## config.mk

```make
export PLATFORM = sky130hd
export DESIGN_NAME = card_dealer
export DESIGN_NICKNAME = d
export VERILOG_FILES = /design/src/rtl/card_dealer.sv
export SDC_FILE = /design/constraint.sdc
export NUM_CORES = 1
export LEC_CHECK = 0
export CORE_ASPECT_RATIO = 1.1
export CORE_MARGIN = 2
export CORE_UTILIZATION = 48
export CTS_BUF_LIST = sky130_fd_sc_hd__clkbuf_2
export DETAILED_ROUTE_END_ITERATION = 16
export PLACE_DENSITY = 0.88
export SKIP_LAST_GASP = 1
export SYNTH_ARGS = -nofsm -noshare
export SYNTH_HDL_FRONTEND = slang
export SYNTH_SLANG_ARGS = --single-unit
```

## constraint.sdc

```tcl
create_clock -name clock_i -period 1.4 [get_ports clock_i]
set_clock_uncertainty 0.05 [all_clocks]
set_input_delay 0.14 -clock clock_i [delete_from_list [all_inputs] [get_ports clock_i]]
set_output_delay 0.14 -clock clock_i [all_outputs]
set_load 0.005 [all_outputs]
```

## src/rtl/card_dealer.sv

```systemverilog
// ============================================================================
//  Module   : card_dealer
//  Purpose  : LFSR card source, four-card opening deal and player/dealer
//             request arbiter. Define CARD_DEALER_DECK_TRACK_EN for finite
//             decks with per-rank tracking; otherwise the deck is infinite.
//  Revision : 1.0 - initial release
// ============================================================================
`default_nettype none

module card_dealer #(
  parameter logic [15:0] SEED  = 16'hACE1,
  parameter int          DECKS = 1
) (
  input  logic       clock_i,
  input  logic       reset_i,
  input  logic       deal_start_i,
  input  logic       p_req_i,
  input  logic       d_req_i,
  output logic [3:0] card_o,
  output logic       card_valid_o,
  output logic       card_dest_o,
  output logic       ready_o,
  output logic       deck_empty_o,
  output logic [7:0] cards_left_o
);

  localparam logic [7:0] FULL_DECK = 8'(52 * DECKS);

  localparam logic [1:0] ST_IDLE  = 2'd0;
  localparam logic [1:0] ST_INIT  = 2'd1;
  localparam logic [1:0] ST_SERVE = 2'd2;
  localparam logic [1:0] ST_EMPTY = 2'd3;

  logic [1:0]  state_q, state_d;
  logic [15:0] lfsr_q, lfsr_d;
  logic [1:0]  deal_idx_q, deal_idx_d;
  logic [1:0]  pend_q, pend_d;          // bit0 player, bit1 dealer
  logic        last_q, last_d;
  logic        draw_q, draw_d;
  logic        draw_dest_q, draw_dest_d;
  logic [3:0]  card_q, card_d;
  logic        card_valid_q, card_valid_d;
  logic        card_dest_q, card_dest_d;
  logic        ready_q, ready_d;

  logic [3:0]  w_rank;
  logic        w_in_range;
  logic        w_accept;
  logic [3:0]  w_value;
  logic        w_fb;
  logic        w_grant_ok;
  logic        w_grant_dest;
  logic        w_init_draw;
  logic        w_serve_draw;
  logic        w_drawing;
  logic        w_dest;

`ifdef CARD_DEALER_DECK_TRACK_EN
  localparam int                  CNT_W      = $clog2(4 * DECKS + 1);
  localparam logic [CNT_W-1:0]    RANK_LIMIT = CNT_W'(4 * DECKS);

  logic [CNT_W-1:0] cnt_q [0:12];
  logic [CNT_W-1:0] cnt_d [0:12];
  logic [7:0]       left_q, left_d;
  logic             empty_q, empty_d;
  logic [3:0]       w_rank_idx;

  assign w_rank_idx   = w_in_range ? (w_rank - 4'd1) : 4'd0;
  assign w_accept     = w_in_range && (cnt_q[w_rank_idx] < RANK_LIMIT);
  assign cards_left_o = left_q;
  assign deck_empty_o = empty_q;
`else
  assign w_accept     = w_in_range;
  assign cards_left_o = FULL_DECK;
  assign deck_empty_o = 1'b0;
`endif

  assign w_rank     = lfsr_q[3:0];
  assign w_in_range = (w_rank != 4'd0) && (w_rank <= 4'd13);
  assign w_value    = (w_rank > 4'd10) ? 4'd10 : w_rank;
  assign w_fb       = lfsr_q[0] ^ lfsr_q[2] ^ lfsr_q[3] ^ lfsr_q[5];

  // A new grant waits out the strobe cycle so consecutive strobes never touch.
  assign w_grant_ok   = (state_q == ST_SERVE) && !draw_q && !card_valid_q && (pend_q != 2'b00);
  assign w_grant_dest = (pend_q == 2'b11) ? ~last_q : pend_q[1];
  assign w_init_draw  = (state_q == ST_INIT) && !card_valid_q;
  assign w_serve_draw = (state_q == ST_SERVE) && (draw_q || w_grant_ok);
  assign w_drawing    = w_init_draw || w_serve_draw;
  assign w_dest       = (state_q == ST_INIT) ? deal_idx_q[0] :
                        (draw_q ? draw_dest_q : w_grant_dest);

  always_comb begin
    state_d      = state_q;
    lfsr_d       = {w_fb, lfsr_q[15:1]};
    deal_idx_d   = deal_idx_q;
    pend_d       = pend_q;
    last_d       = last_q;
    draw_d       = draw_q;
    draw_dest_d  = draw_dest_q;
    card_d       = 4'd0;
    card_valid_d = 1'b0;
    card_dest_d  = 1'b0;
    ready_d      = ready_q | (state_q == ST_SERVE);
`ifdef CARD_DEALER_DECK_TRACK_EN
    cnt_d        = cnt_q;
    left_d       = left_q;
    empty_d      = empty_q;
`endif

    if (state_q == ST_SERVE) begin
      pend_d = pend_q | {d_req_i, p_req_i};
    end
    if (state_q == ST_EMPTY) begin
      pend_d = 2'b00;
    end

    if (w_drawing && w_accept) begin
      card_d       = w_value;
      card_valid_d = 1'b1;
      card_dest_d  = w_dest;
`ifdef CARD_DEALER_DECK_TRACK_EN
      cnt_d[w_rank_idx] = cnt_q[w_rank_idx] + CNT_W'(1);
      left_d            = left_q - 8'd1;
`endif
      if (state_q == ST_INIT) begin
        deal_idx_d = deal_idx_q + 2'd1;
        if (deal_idx_q == 2'd3) begin
          state_d = ST_SERVE;
        end
      end else begin
        pend_d[w_dest] = 1'b0;
        last_d         = w_dest;
        draw_d         = 1'b0;
`ifdef CARD_DEALER_DECK_TRACK_EN
        if (left_q == 8'd1) begin
          state_d = ST_EMPTY;
          empty_d = 1'b1;
          pend_d  = 2'b00;
        end
`endif
      end
    end else if (w_serve_draw) begin
      draw_d      = 1'b1;
      draw_dest_d = w_dest;
    end

    // A new round overrides everything else, including same-cycle requests.
    if (deal_start_i) begin
      state_d      = ST_INIT;
      deal_idx_d   = 2'd0;
      pend_d       = 2'b00;
      last_d       = 1'b0;
      draw_d       = 1'b0;
      draw_dest_d  = 1'b0;
      card_d       = 4'd0;
      card_valid_d = 1'b0;
      card_dest_d  = 1'b0;
      ready_d      = 1'b0;
`ifdef CARD_DEALER_DECK_TRACK_EN
      for (int i = 0; i < 13; i++) begin
        cnt_d[i] = '0;
      end
      left_d  = FULL_DECK;
      empty_d = 1'b0;
`endif
    end
  end

  always_ff @(posedge clock_i) begin
    if (reset_i) begin
      state_q      <= ST_IDLE;
      lfsr_q       <= SEED;
      deal_idx_q   <= 2'd0;
      pend_q       <= 2'b00;
      last_q       <= 1'b0;
      draw_q       <= 1'b0;
      draw_dest_q  <= 1'b0;
      card_q       <= 4'd0;
      card_valid_q <= 1'b0;
      card_dest_q  <= 1'b0;
      ready_q      <= 1'b0;
`ifdef CARD_DEALER_DECK_TRACK_EN
      for (int i = 0; i < 13; i++) begin
        cnt_q[i] <= '0;
      end
      left_q  <= FULL_DECK;
      empty_q <= 1'b0;
`endif
    end else begin
      state_q      <= state_d;
      lfsr_q       <= lfsr_d;
      deal_idx_q   <= deal_idx_d;
      pend_q       <= pend_d;
      last_q       <= last_d;
      draw_q       <= draw_d;
      draw_dest_q  <= draw_dest_d;
      card_q       <= card_d;
      card_valid_q <= card_valid_d;
      card_dest_q  <= card_dest_d;
      ready_q      <= ready_d;
`ifdef CARD_DEALER_DECK_TRACK_EN
      cnt_q   <= cnt_d;
      left_q  <= left_d;
      empty_q <= empty_d;
`endif
    end
  end

  assign card_o       = card_q;
  assign card_valid_o = card_valid_q;
  assign card_dest_o  = card_dest_q;
  assign ready_o      = ready_q;

endmodule

`default_nettype wire
```

==> flow_summary.yaml <==
status:
  status: "finished, violations left"
  violations: "negative setup slack"
setup_path:
  crit_buf_inv: 1
  crit_chain: "or4_4 -> and2_4 -> o211ai_4 -> inv_4 -> and3_4"
  r2r_start: "lfsr_q[1]"
  arrival_ps: 1730
  worst-r2r-cell-count: 5
  critPathSlowestCell: "or4_4"
  reg2reg_slack_ps: -100
  critPathTopFamily: "simple AND/OR/NAND/NOR gates"
  r2r_end: "card_o[0]"
  startpoint_type: "register"
  worstSetupPathType: "reg -> reg"
  critPathMaxFanout: 5
  end_kind: "register"
  critPathMaxStageDelay_ps: 540
  required_ps: 1630
die:
  dieHeight_um: 56.6
  die_area_mm2: 0.00293
  rows: 19
  start_util: 0.493
  io_pins: 21
  core_mm2: 0.00245
  die_w_um: 51.8
pwr:
  power.density_mw_per_mm2: 1060
  leakage_uw: 0.000641
  ir_drop_uv: 897
  power.total_uw: 1550
final_layout:
  n_antenna_cell: 0
  syn_to_final_growth_pct: 21.5
  nFillCells: 198
  drive_gt1_frac: 0.315
  fin_cells: 177
  fin_area_mm2: 0.00147
  nets: 151
place:
  dp.cells: 168
  dp_slack_ps: -136
  numPortBuffers: 11
  dpl-instance-area_mm2: 0.00139
  gp_congestion: 0.854
  dp_hpwl_um: 1590
cts:
  cts.clk_slew.worst_paths_ps: 180
  cts_buffers: 5
  root_buffer: "clkbuf_2"
  insertion_delay_ps: 370
  hold_buffers: 0
  cts_buffer_depth: 2
  cts.sinks: 32
  cts_tree: "yes"
  h-tree-depth: 2
synthesis:
  yosysTopAreaCellShare: 0.531
  synth-simple-area-share: 0.214
  synth-compound-area-share: 0.133
  synthTopCellsByCount: "32 x dfxtp_1, 10 x nor2_1, 9 x buf_4, 9 x nor2b_1, 8 x or2_2"
  synth_ff_type: "dfxtp_1"
  ys_seq_area_frac: 0.531
  synth_top_family_by_area: "simple AND/OR/NAND/NOR gates"
  netlist_instances: 119
  synth_fa_ha_area_frac: 0.0104
  muxShareOfSynthArea: 0
  synthXorXnorAreaFrac: 0.0290
  ys.warnings.count: 0
  synth.largest_area_cell: "dfxtp_1"
  synth-async-reset-ratio: 0
  synthDistinctLibCells: 33
  syn_avg_cell_area_um2: 10.1
  synth_most_common_cell: "dfxtp_1"
  syn-cell-area_mm2: 0.00121
  ys_top_cells_by_area: "dfxtp_1 53%, buf_4 5.6%, nor2b_1 4.7%"
  synth-edff-count: 0
  yosys_register_bits: 32
global_routing:
  grt_pass1_vias: 857
  grt_usage: 0.174
  grt_pass1_wl_um: 3790
  antenna_found_initial: 0
  grt.overflow.total: 0
  grt_max_degree: 13
timing:
  finalHoldViolations: 0
  rsz0062_at_grt: "true"
  post-route-period-util: 1.07
  min_period_ps: 1500
  setup_tns_ps: -416
  fin_ws_ps: -102
  max_freq_mhz: 666
  setup_violations: 10
  final_max_slew_viol_count: 0
routing:
  route.detailed.wl_per_inst_um: 12.2
  vias_per_cell: 4.99
  routed_wl_um: 2160
  initialDrtViolationCount: 12
  dr.pass1.iters: 4
  route.vias.total: 883
  antenna_left: 0
  drc: 0
hold_path:
  holdPathEnd: "lfsr_q[13]"
  min_from: "lfsr_q[14]"
  hold_depth: 1
  worstHoldPathType: "reg -> reg"
job:
  cap_violations: 0
## layout by cell type, fill, tap and decap left out, types with 3 or more instances in the layout
master	instances
dfxtp_2	4
clkdlybuf4s50_1	4
dfxtp_1	28
o21ai_0	6
clkbuf_2	5
xor2_1	3
or2_2	8
buf_4	13
a21oi_1	7
dlygate4sd2_1	5
conb_1	9
nor2_1	10
nor2b_1	8
nand3_1	3
## worst max path at each step
stage	slack (ps)	cells after the start	to	startpoint
after detailed placement	-140	4	pend_q[1]	reset_i
after global routing	-160	5	card_o[0]	lfsr_q[1]
after global placement	-90	4	pend_q[1]	reset_i
final	-100	5	card_o[0]	lfsr_q[1]
after floorplan	-100	6	card_o[0]	lfsr_q[3]
after CTS	-100	5	card_o[0]	lfsr_q[2]
## logic make-up (layout without fill, tap and decap cells)
| kind of cell | after synthesis | after routing |
|---|---|---|
| AO/OA/AOI/OAI | 22 | 22 |
| adder cells (fa/ha/maj) | 1 | 1 |
| flip-flops | 32 | 32 |
| other | 2 | 9 |
| XOR/XNOR | 4 | 4 |
| buffers and inverters | 13 | 33 |
| AND/OR/NAND/NOR | 45 | 45 |
## stage by stage
stage | utilization | hold slack, ps
detailed placement | 0.566 | 351
global placement | 0.566 | 345
finish | 0.598 | 382
CTS | 0.593 | 380
floorplan | - | 162
global route | 0.598 | 407
## cell type report
| cell class | instances | area (um^2) | area share |
|---|---|---|---|
| clock inverters | 3 | 23.8 | 0.0162 |
| clock buffers | 5 | 25.0 | 0.0171 |
| well taps | 31 | 38.8 | 0.0265 |
| repair buffers | 24 | 206 | 0.141 |
| inverters | 1 | 6.26 | 0.00427 |
| flip-flops and latches | 32 | 646 | 0.441 |
| multi-input cells | 81 | 519 | 0.354 |
## registers in the layout, indices dropped and copies added (netlist names)
| name | count |
|---|---|
| card_dest_o | 1 |
| card_o | 4 |
| card_valid_o | 1 |
| deal_idx_q | 2 |
| draw_dest_q | 1 |
| draw_q | 1 |
| last_q | 1 |
| lfsr_q | 16 |
| pend_q | 2 |
| ready_o | 1 |
| state_q | 2 |
## worst register-to-register path: cells and delay by family, from the launching register on
family | cells | cell delay (ps)
and+or+nand+nor | 3 | 860
DFF | 1 | 350
AOI/OAI and AO/OA | 1 | 110
buffers and inverters | 1 | 50
## metal layers
| layer | global-route usage | share of wire |
|---|---|---|
| met1 | 0.201 | 0.42 |
| met2 | 0.288 | 0.53 |
| met3 | 0.0638 | 0.051 |
| met4 | 0.0677 | 0.0070 |
| met5 | 0 | 0 |
## repair_timing
action                                  4_1_cts  5_1_grt
pin swaps                                     5        3
setup buffers                                 1        0
resized for setup                            12        4
endpoints found under the setup margin       15       17
## report_power, final
group	switching (uW)	internal, uW
logic	65.1	72.3
clock network	328	124
registers	15.2	949
total	409	1150
Note: power is estimated with default switching activity, not from simulation.
